**src/rtl/muldiv_sequencer.sv**
```systemverilog
// muldiv_sequencer
// Iterative unsigned multiply/divide unit that sits beside the ALU in the
// execute stage. An accepted command runs WIDTH shift-add (multiply) or
// restoring-subtract (divide) iterations while holding the pipeline frozen.
// The result is presented in a one-cycle DONE state, during which the
// pipeline advances.
//
// Ports:
//   clk     sole clock, rising edge
//   rst     synchronous active-high reset
//   start   EXE instruction is a mul/div op (held while it sits in EXE)
//   op      00 MULU low, 01 MULU high, 10 DIVU quotient, 11 DIVU remainder
//   a, b    forwarded operands, sampled only on acceptance
//   flush   abort the current operation / block acceptance
//   busy    high while iterating
//   freeze  combinational pipeline stall request
//   done    one-cycle pulse, result valid
//   result  selected result, held until the next accepted start
module muldiv_sequencer #(
  parameter int WIDTH = 32
) (
  input  logic             clk,
  input  logic             rst,
  input  logic             start,
  input  logic [1:0]       op,
  input  logic [WIDTH-1:0] a,
  input  logic [WIDTH-1:0] b,
  input  logic             flush,
  output logic             busy,
  output logic             freeze,
  output logic             done,
  output logic [WIDTH-1:0] result
);

  localparam int CW = (WIDTH > 1) ? $clog2(WIDTH) : 1;

  typedef enum logic [1:0] {
    IDLE = 2'd0,
    RUN  = 2'd1,
    DONE = 2'd2
  } state_t;

  state_t state_reg, state_next;

  logic [CW-1:0]      count_reg;
  logic [1:0]         op_reg;
  logic [WIDTH-1:0]   divisor_reg;
  logic [WIDTH-1:0]   mplier_reg;
  logic [2*WIDTH-1:0] mcand_reg;
  logic [2*WIDTH-1:0] prod_reg;
  logic [WIDTH:0]     rem_reg;
  logic [WIDTH-1:0]   quo_reg;
  logic [WIDTH-1:0]   result_reg;

  logic               accept;
  logic               last_iter;
  logic               load_result;
  logic [2*WIDTH-1:0] prod_next;
  logic [WIDTH:0]     rem_shift;
  logic [WIDTH:0]     rem_next;
  logic [WIDTH-1:0]   quo_next;
  logic [WIDTH-1:0]   result_sel;

  assign last_iter = (count_reg == CW'(WIDTH - 1));

  // One iteration of each algorithm, computed every cycle. Both run in
  // parallel; the latched op only chooses which one feeds the result.
  always_comb begin
    prod_next = prod_reg + (mplier_reg[0] ? mcand_reg : '0);
    rem_shift = {rem_reg[WIDTH-1:0], quo_reg[WIDTH-1]};
    rem_next  = rem_shift;
    quo_next  = {quo_reg[WIDTH-2:0], 1'b0};
    // With a zero divisor the compare always succeeds, so the quotient
    // fills with ones and the remainder ends up equal to the dividend.
    if (rem_shift >= {1'b0, divisor_reg}) begin
      rem_next = rem_shift - {1'b0, divisor_reg};
      quo_next = {quo_reg[WIDTH-2:0], 1'b1};
    end
  end

  // Result is taken from the final iteration's next values so it can be
  // registered on the same edge that enters DONE.
  always_comb begin
    result_sel = prod_next[WIDTH-1:0];
    case (op_reg)
      2'b00:   result_sel = prod_next[WIDTH-1:0];
      2'b01:   result_sel = prod_next[2*WIDTH-1:WIDTH];
      2'b10:   result_sel = quo_next;
      default: result_sel = rem_next[WIDTH-1:0];
    endcase
  end

  always_ff @(posedge clk) begin
    if (rst) begin
      state_reg <= IDLE;
    end else begin
      state_reg <= state_next;
    end
  end

  always_comb begin
    state_next  = state_reg;
    busy        = 1'b0;
    done        = 1'b0;
    freeze      = 1'b0;
    accept      = 1'b0;
    load_result = 1'b0;
    case (state_reg)
      IDLE: begin
        if (start && !flush) begin
          accept     = 1'b1;
          freeze     = 1'b1;
          state_next = RUN;
        end
      end
      RUN: begin
        busy   = 1'b1;
        freeze = 1'b1;
        if (flush) begin
          state_next = IDLE;
        end else if (last_iter) begin
          load_result = 1'b1;
          state_next  = DONE;
        end
      end
      DONE: begin
        // start here still belongs to the instruction that just finished.
        done       = 1'b1;
        state_next = IDLE;
      end
      default: begin
        state_next = IDLE;
      end
    endcase
    if (rst) begin
      freeze = 1'b0;
    end
  end

  always_ff @(posedge clk) begin
    if (rst) begin
      count_reg   <= '0;
      op_reg      <= '0;
      divisor_reg <= '0;
      mplier_reg  <= '0;
      mcand_reg   <= '0;
      prod_reg    <= '0;
      rem_reg     <= '0;
      quo_reg     <= '0;
      result_reg  <= '0;
    end else if (accept) begin
      count_reg   <= '0;
      op_reg      <= op;
      divisor_reg <= b;
      mplier_reg  <= b;
      mcand_reg   <= {{WIDTH{1'b0}}, a};
      prod_reg    <= '0;
      rem_reg     <= '0;
      quo_reg     <= a;
    end else if (state_reg == RUN) begin
      count_reg  <= count_reg + CW'(1);
      prod_reg   <= prod_next;
      mplier_reg <= {1'b0, mplier_reg[WIDTH-1:1]};
      mcand_reg  <= {mcand_reg[2*WIDTH-2:0], 1'b0};
      rem_reg    <= rem_next;
      quo_reg    <= quo_next;
      if (load_result) begin
        result_reg <= result_sel;
      end
    end
  end

  assign result = result_reg;

endmodule

```
**config.mk**
```make
export PLATFORM = sky130hd
export DESIGN_NAME = muldiv_sequencer
export DESIGN_NICKNAME = d
export VERILOG_FILES = /design/src/rtl/muldiv_sequencer.sv
export SDC_FILE = /design/constraint.sdc
export NUM_CORES = 1
export LEC_CHECK = 0
export CAP_MARGIN = 30
export CORE_AREA = 3 3 250 252
export CTS_CLUSTER_SIZE = 28
export DETAILED_ROUTE_END_ITERATION = 8
export DIE_AREA = 0 0 253 255
export DONT_BUFFER_PORTS = 1
export PLACE_DENSITY = 0.39
export SETUP_SLACK_MARGIN = 0.3
export SYNTH_ARGS = -nofsm -noshare
export SYNTH_HDL_FRONTEND = slang
export SYNTH_SLANG_ARGS = --single-unit
```
**constraint.sdc**
```tcl
create_clock -name clk -period 3.98 [get_ports clk]
set_clock_uncertainty 0.1 [all_clocks]
set_input_delay 0.796 -clock clk [delete_from_list [all_inputs] [get_ports clk]]
set_output_delay 0.796 -clock clk [all_outputs]
set_load 0.01 [all_outputs]
```
* Word level (Yosys, flattened, before mapping)
Index checks and enable logic that the tools add are counted.
Cells by class: add/sub/neg operators 3, magnitude comparators 1, equal/unequal tests 7, mux-type cells 23, bitwise gates (word level) 1, reduce and logical (&&, ||, !) cells 8
Operator list (number):
- 32-bit two-way mux | 7
- 32-bit one-hot mux with 3 select lines | 1
- 64-bit adder | 1
- 64-bit two-way mux | 1
- 33-bit by 32-bit >= comparator with 1-bit output | 1
- 32-bit subtractor | 1
- 1-bit two-way mux | 9
- 2-bit two-way mux | 3
- 5-bit by 1-bit adder with 5-bit output (second input constant) | 1
- 5-bit == test (second input constant) | 1
- 2-bit by 1-bit == test with 1-bit output (second input constant) | 2
- 2-bit == test (second input constant) | 2
- 2-bit logical NOT | 2
- 2-bit one-hot mux with 2 select lines | 1
- 3-bit != test (second input constant) | 1
- 3-bit AND reduction | 1
- 2-bit != test (second input constant) | 1
- 1-bit one-hot mux with 2 select lines | 1
- 2-bit AND reduction | 1
- 2-bit nonzero test | 1
- 2-bit OR reduction | 1
- 1-bit logical AND | 1
- 1-bit logical NOT | 1
- 1-bit inverter | 1
Storage, ports and cells: register bits 297, input port bits 70, word-level logic and storage cells 54

* Depth between registers and ports, before layout
depth after elaboration 6, gate-level depth with buffers 16

* Worst setup path after synthesis
OpenSTA, ideal clock, no wires.
path kind reg-to-reg, start register mplier_reg[0], end register result_reg[28] (netlist: result[28]), arrival 3.338 ns, slack 0.446 ns, cell stages (with the launch flop) 17, path buffers 2, clock period less this slack 3.534 ns, cell sequence dfxtp_1 -> clkbuf_1 -> clkbuf_1 -> and2_1 -> ha_1 -> inv_1 -> fa_1 -> nand2b_1 -> a21oi_1 -> o2111ai_1 -> a211oi_1 -> o31ai_1 -> nand3_2 -> a31oi_1 -> o31ai_2 -> mux2i_1 -> o41ai_2
Between the ends: word-level cells in the longest chain between the ends 3
RTL lines:
- from (decl) | RTL line 48 | logic [WIDTH-1:0] mplier_reg;
- from (signal assigned) | RTL line 163 | mplier_reg <= {1'b0, mplier_reg[WIDTH-1:1]};
- 64-bit two-way mux | RTL line 69 | prod_next = prod_reg + (mplier_reg[0] ? mcand_reg : '0);
- 64-bit adder | RTL line 69
- 32-bit one-hot mux with 3 select lines | RTL line 85 | case (op_reg)
- to (signal assigned) | RTL line 168 | result_reg <= result_sel;
- to (decl) | RTL line 53 | logic [WIDTH-1:0] result_reg;
No other way between the ends. A chain may end at the register's enable or synchronous reset.

* Final worst setup path
start register mplier_reg[0], end register result_reg[27] (netlist: result[27])
Same word-level chain as after synthesis.

==> summary.txt <==
Die
  • Core ar.: ~60000 um2
  • Die area: 64500 um2
  • Starting Density: roughly 30%
  • Die Wd: 253 um
  • Ports: 105
  • Site Rows: 90
  • Die height: ~260 um

Clock tree
  • Sink Count: approximately 300
  • CTS tree: yes
  • Clk slew on worst S/H paths: 60 ps
  • Htree depth: 2
  • Largest buffer count on any clock path: 3
  • Clock Latency Late Sink: 580 ps
  • # hold bufs at CTS: 0
  • TritonCTS Buffers: 39
  • Root buffer cell: clkbuf_16

STA
  • Pins Over Slew Limit: 0
  • Final setup viols: 0
  • Relative slew slack: 40.9%
  • Hold_ws: between 200 and 250 ps
  • Achievable Freq: 0.275 GHz
  • Fin. Hold Viols: 0
  • Worst slew pin tran: 887 ps
  • RSZ-0062 raised after global routing: true
  • Crit share post-route: between 90% and 100%
  • Crit path time final: 3640 ps

Drt
  • DRC: 0
  • Vias per inst: 5.38
  • Met2 wire len: 32100 um
  • Drt total wl: 75100 um
  • Vias post-DR: between 15k and 20k
  • Met1 Wirelength: 36500 um
  • DR WL met3: ~4500 um
  • DR WL/cell: between 20 and 25 um
  • DR top layer: met5
  • DRT iter0 DRCs: between 1k and 1.5k
  • ANT nets after route: 0
  • DRT Pass-1 Iters: 5

Synthesis
  • Synth Net Count: 2602
  • Ys flop type: dfxtp_1
  • FFs w/ async S/R, synth: 0%
  • Number of flops mapped to enable cells by yosys: 0
  • Mapped Cells: between 2k and 2.5k
  • Post-synth design cell area: 18100 um2
  • Seq/Total Area, Yosys: 32.9%
  • Yosys reg bits: 297
  • Synth Warn #: 0
  • Synth cell types: 92
  • Syn_area_per_cell: 7.42 um2

Critical path
  • Critical Path RT: 4300 ps
  • CP Data Arrival Time: 3950 ps
  • R2R setup slack: roughly 340 ps
  • Startpoint of the worst-slack reg-to-reg timing path: mplier_reg[0]$_SDFFE_PP0N_
  • Startpoint Class: register
  • WS Path Type: register to register
  • Crit Reg-Reg Endpoint: result[27]$_SDFFE_PP0P_
  • CP Launch Point: mplier_reg[0]$_SDFFE_PP0N_
  • Worst Path Max Fanout: 43
  • CP Capture Type: register
  • Reg2Reg Depth: 16

GRT
  • Vias in the first global route: 17.1k
  • Remaining Overflow, GRT: 0
  • Largest net degree at the start of global routing: between 100 and 150
  • Global-route wire length before repair: 111000 um
  • Tot GR Track Use: a little under a quarter
  • Antenna violations before repair: 3

Cells and area
  • Commonest non-fill, non-tap cell in the layout: nand2_1
  • Layout area overhead: 19.0%
  • Antenna Cells: 0
  • Post-layout util: a little over a third
  • FILL cells: 6484
  • Final nets: about 2.6k
  • Fin cells: ~3.3k
  • Share of cells above drive strength 1: between 10% and 20%
  • Commonest cells after routing, fill and taps aside: nand2_1 (583), dfxtp_1 (295), a21oi_1 (270)

Placement
  • GPL Wtd Cong: 0.902
  • Dpl hpwl: 56800 um
  • Placed insts: 3170
  • PortBufs: 0

Outcome
  • Status: finished, final reports clean

Pwr
  • VDD IR-drop max: 0.000324 V
  • Total power: roughly 8.5 mW
  • Power Density: 397 nW/um2
  • Pleak: about 8.1 nW

Hold path
  • HP Class: primary input to register
  • Hold Path Depth: 1
  • Hold Path Origin: rst
  • WHS Endpoint: mplier_reg[21]$_SDFFE_PP0N_

Run
  • Max cap viols: 0
[through the flow]
step           worst slack [ps]  area, um2  setup TNS, ps
2_1_floorplan               446      18100              0
3_3_place_gp               67.3      19300              0
3_5_place_dp              -4.16      19300          -4.16
4_1_cts                     288      21000              0
5_1_grt                     189      21500              0
6_report                    345      21500              0
[worst max-delay path, stage by stage (launching register included)]
cell and delay (ps):
dfxtp_2 330, buf_12 150, buf_12 170, and2_1 190, ha_1 300, buf_4 170
a21oi_1 190, o21bai_1 110, a211o_1 320, a21oi_2 180, a21o_1 100, o31a_1 260
buf_4 180, o21a_1 170, o211ai_1 150, xnor2_2 260, a31oi_1 110
[cell type report]
cell class / instances / area [um2] / area share (%)
Clock buffer: 50 / 1080 / 5.01
Clock inverter: 21 / 284 / 1.32
Inverter: 72 / 278 / 1.29
Multi-Input combinational cell: 1905 / 11800 / 55.0
Sequential cell: 297 / 5950 / 27.7
Tap cell: 782 / 978 / 4.55
Timing Repair Buffer: 137 / 1100 / 5.13
[cell usage after synthesis, types with 4 or more instances]
cell	instances	area, um2
a211o_1	8	70.1
a211oi_1	47	353
a21o_1	49	368
a21oi_1	279	1400
a221oi_1	9	78.8
a22o_1	5	43.8
a31o_2	4	35.0
a31oi_1	114	713
a41oi_1	4	35.0
and2_1	73	457
and3_1	14	87.6
and4_1	6	52.6
buf_1	19	71.3
buf_2	12	60.1
buf_4	6	45.0
clkbuf_1	110	413
clkbuf_8	8	110
dfxtp_1	297	5950
ha_1	97	1210
inv_1	70	263
mux2i_1	35	350
nand2_1	586	2200
nand2b_1	9	56.3
nand3_1	34	170
nand4_1	40	250
nor2_1	137	514
nor2b_1	11	68.8
nor3_1	18	90.1
nor4_1	10	62.6
o211ai_1	11	82.6
o21a_1	11	82.6
o21ai_0	82	410
o21ai_1	8	40.0
o21bai_1	24	180
o221ai_1	8	70.1
o22ai_1	5	31.3
o31ai_1	12	90.1
or3_1	5	31.3
or4_1	4	30.0
xnor2_1	52	455
xor2_1	33	289
[how the worst max path moves through the flow]
stage / slack (ps) / cells after the start / endpoint
global placement: 70 / 17 / result[11]$_SDFFE_PP0P_
CTS: 290 / 15 / result[27]$_SDFFE_PP0P_
global route: 190 / 16 / result[27]$_SDFFE_PP0P_
detailed placement: -4 / 13 / result[2]$_SDFFE_PP0P_
floorplan: 450 / 16 / result[28]$_SDFFE_PP0P_
finish: 340 / 16 / result[27]$_SDFFE_PP0P_
[per-layer routing]
metal | vias up | GRT usage, %
met5 | - | 0
met4 | 4 | 6.62
met3 | 91 | 4.58
met2 | 430 | 35.0
met1 | 8440 | 32.4
li1 | 8606 | -
[logic make-up (layout without fill, tap and decap cells)]
family	count (synthesis)	after routing	synth area share (%)
compound gates	718	718	24.9
xor+xnor	85	85	4.12
fa+ha+maj	99	99	6.94
buf+inv	231	280	5.53
flops	297	297	32.9
mux	39	39	2.19
simple gates	964	964	23.4
[power breakdown]
group / leakage (nW) / internal [mW] / switching [mW]
Sequential: 2.41 / 3.06 / 0.0825
Combinational: 5.01 / 0.597 / 1.03
Clock: 0.660 / 2.26 / 1.50
[timing repair]
item,CTS,global route
setup buffers,6,17
resized for setup,49,86
pin swaps,9,32
setup endpoints to repair,21,45
(Power assumes the default switching activity.)
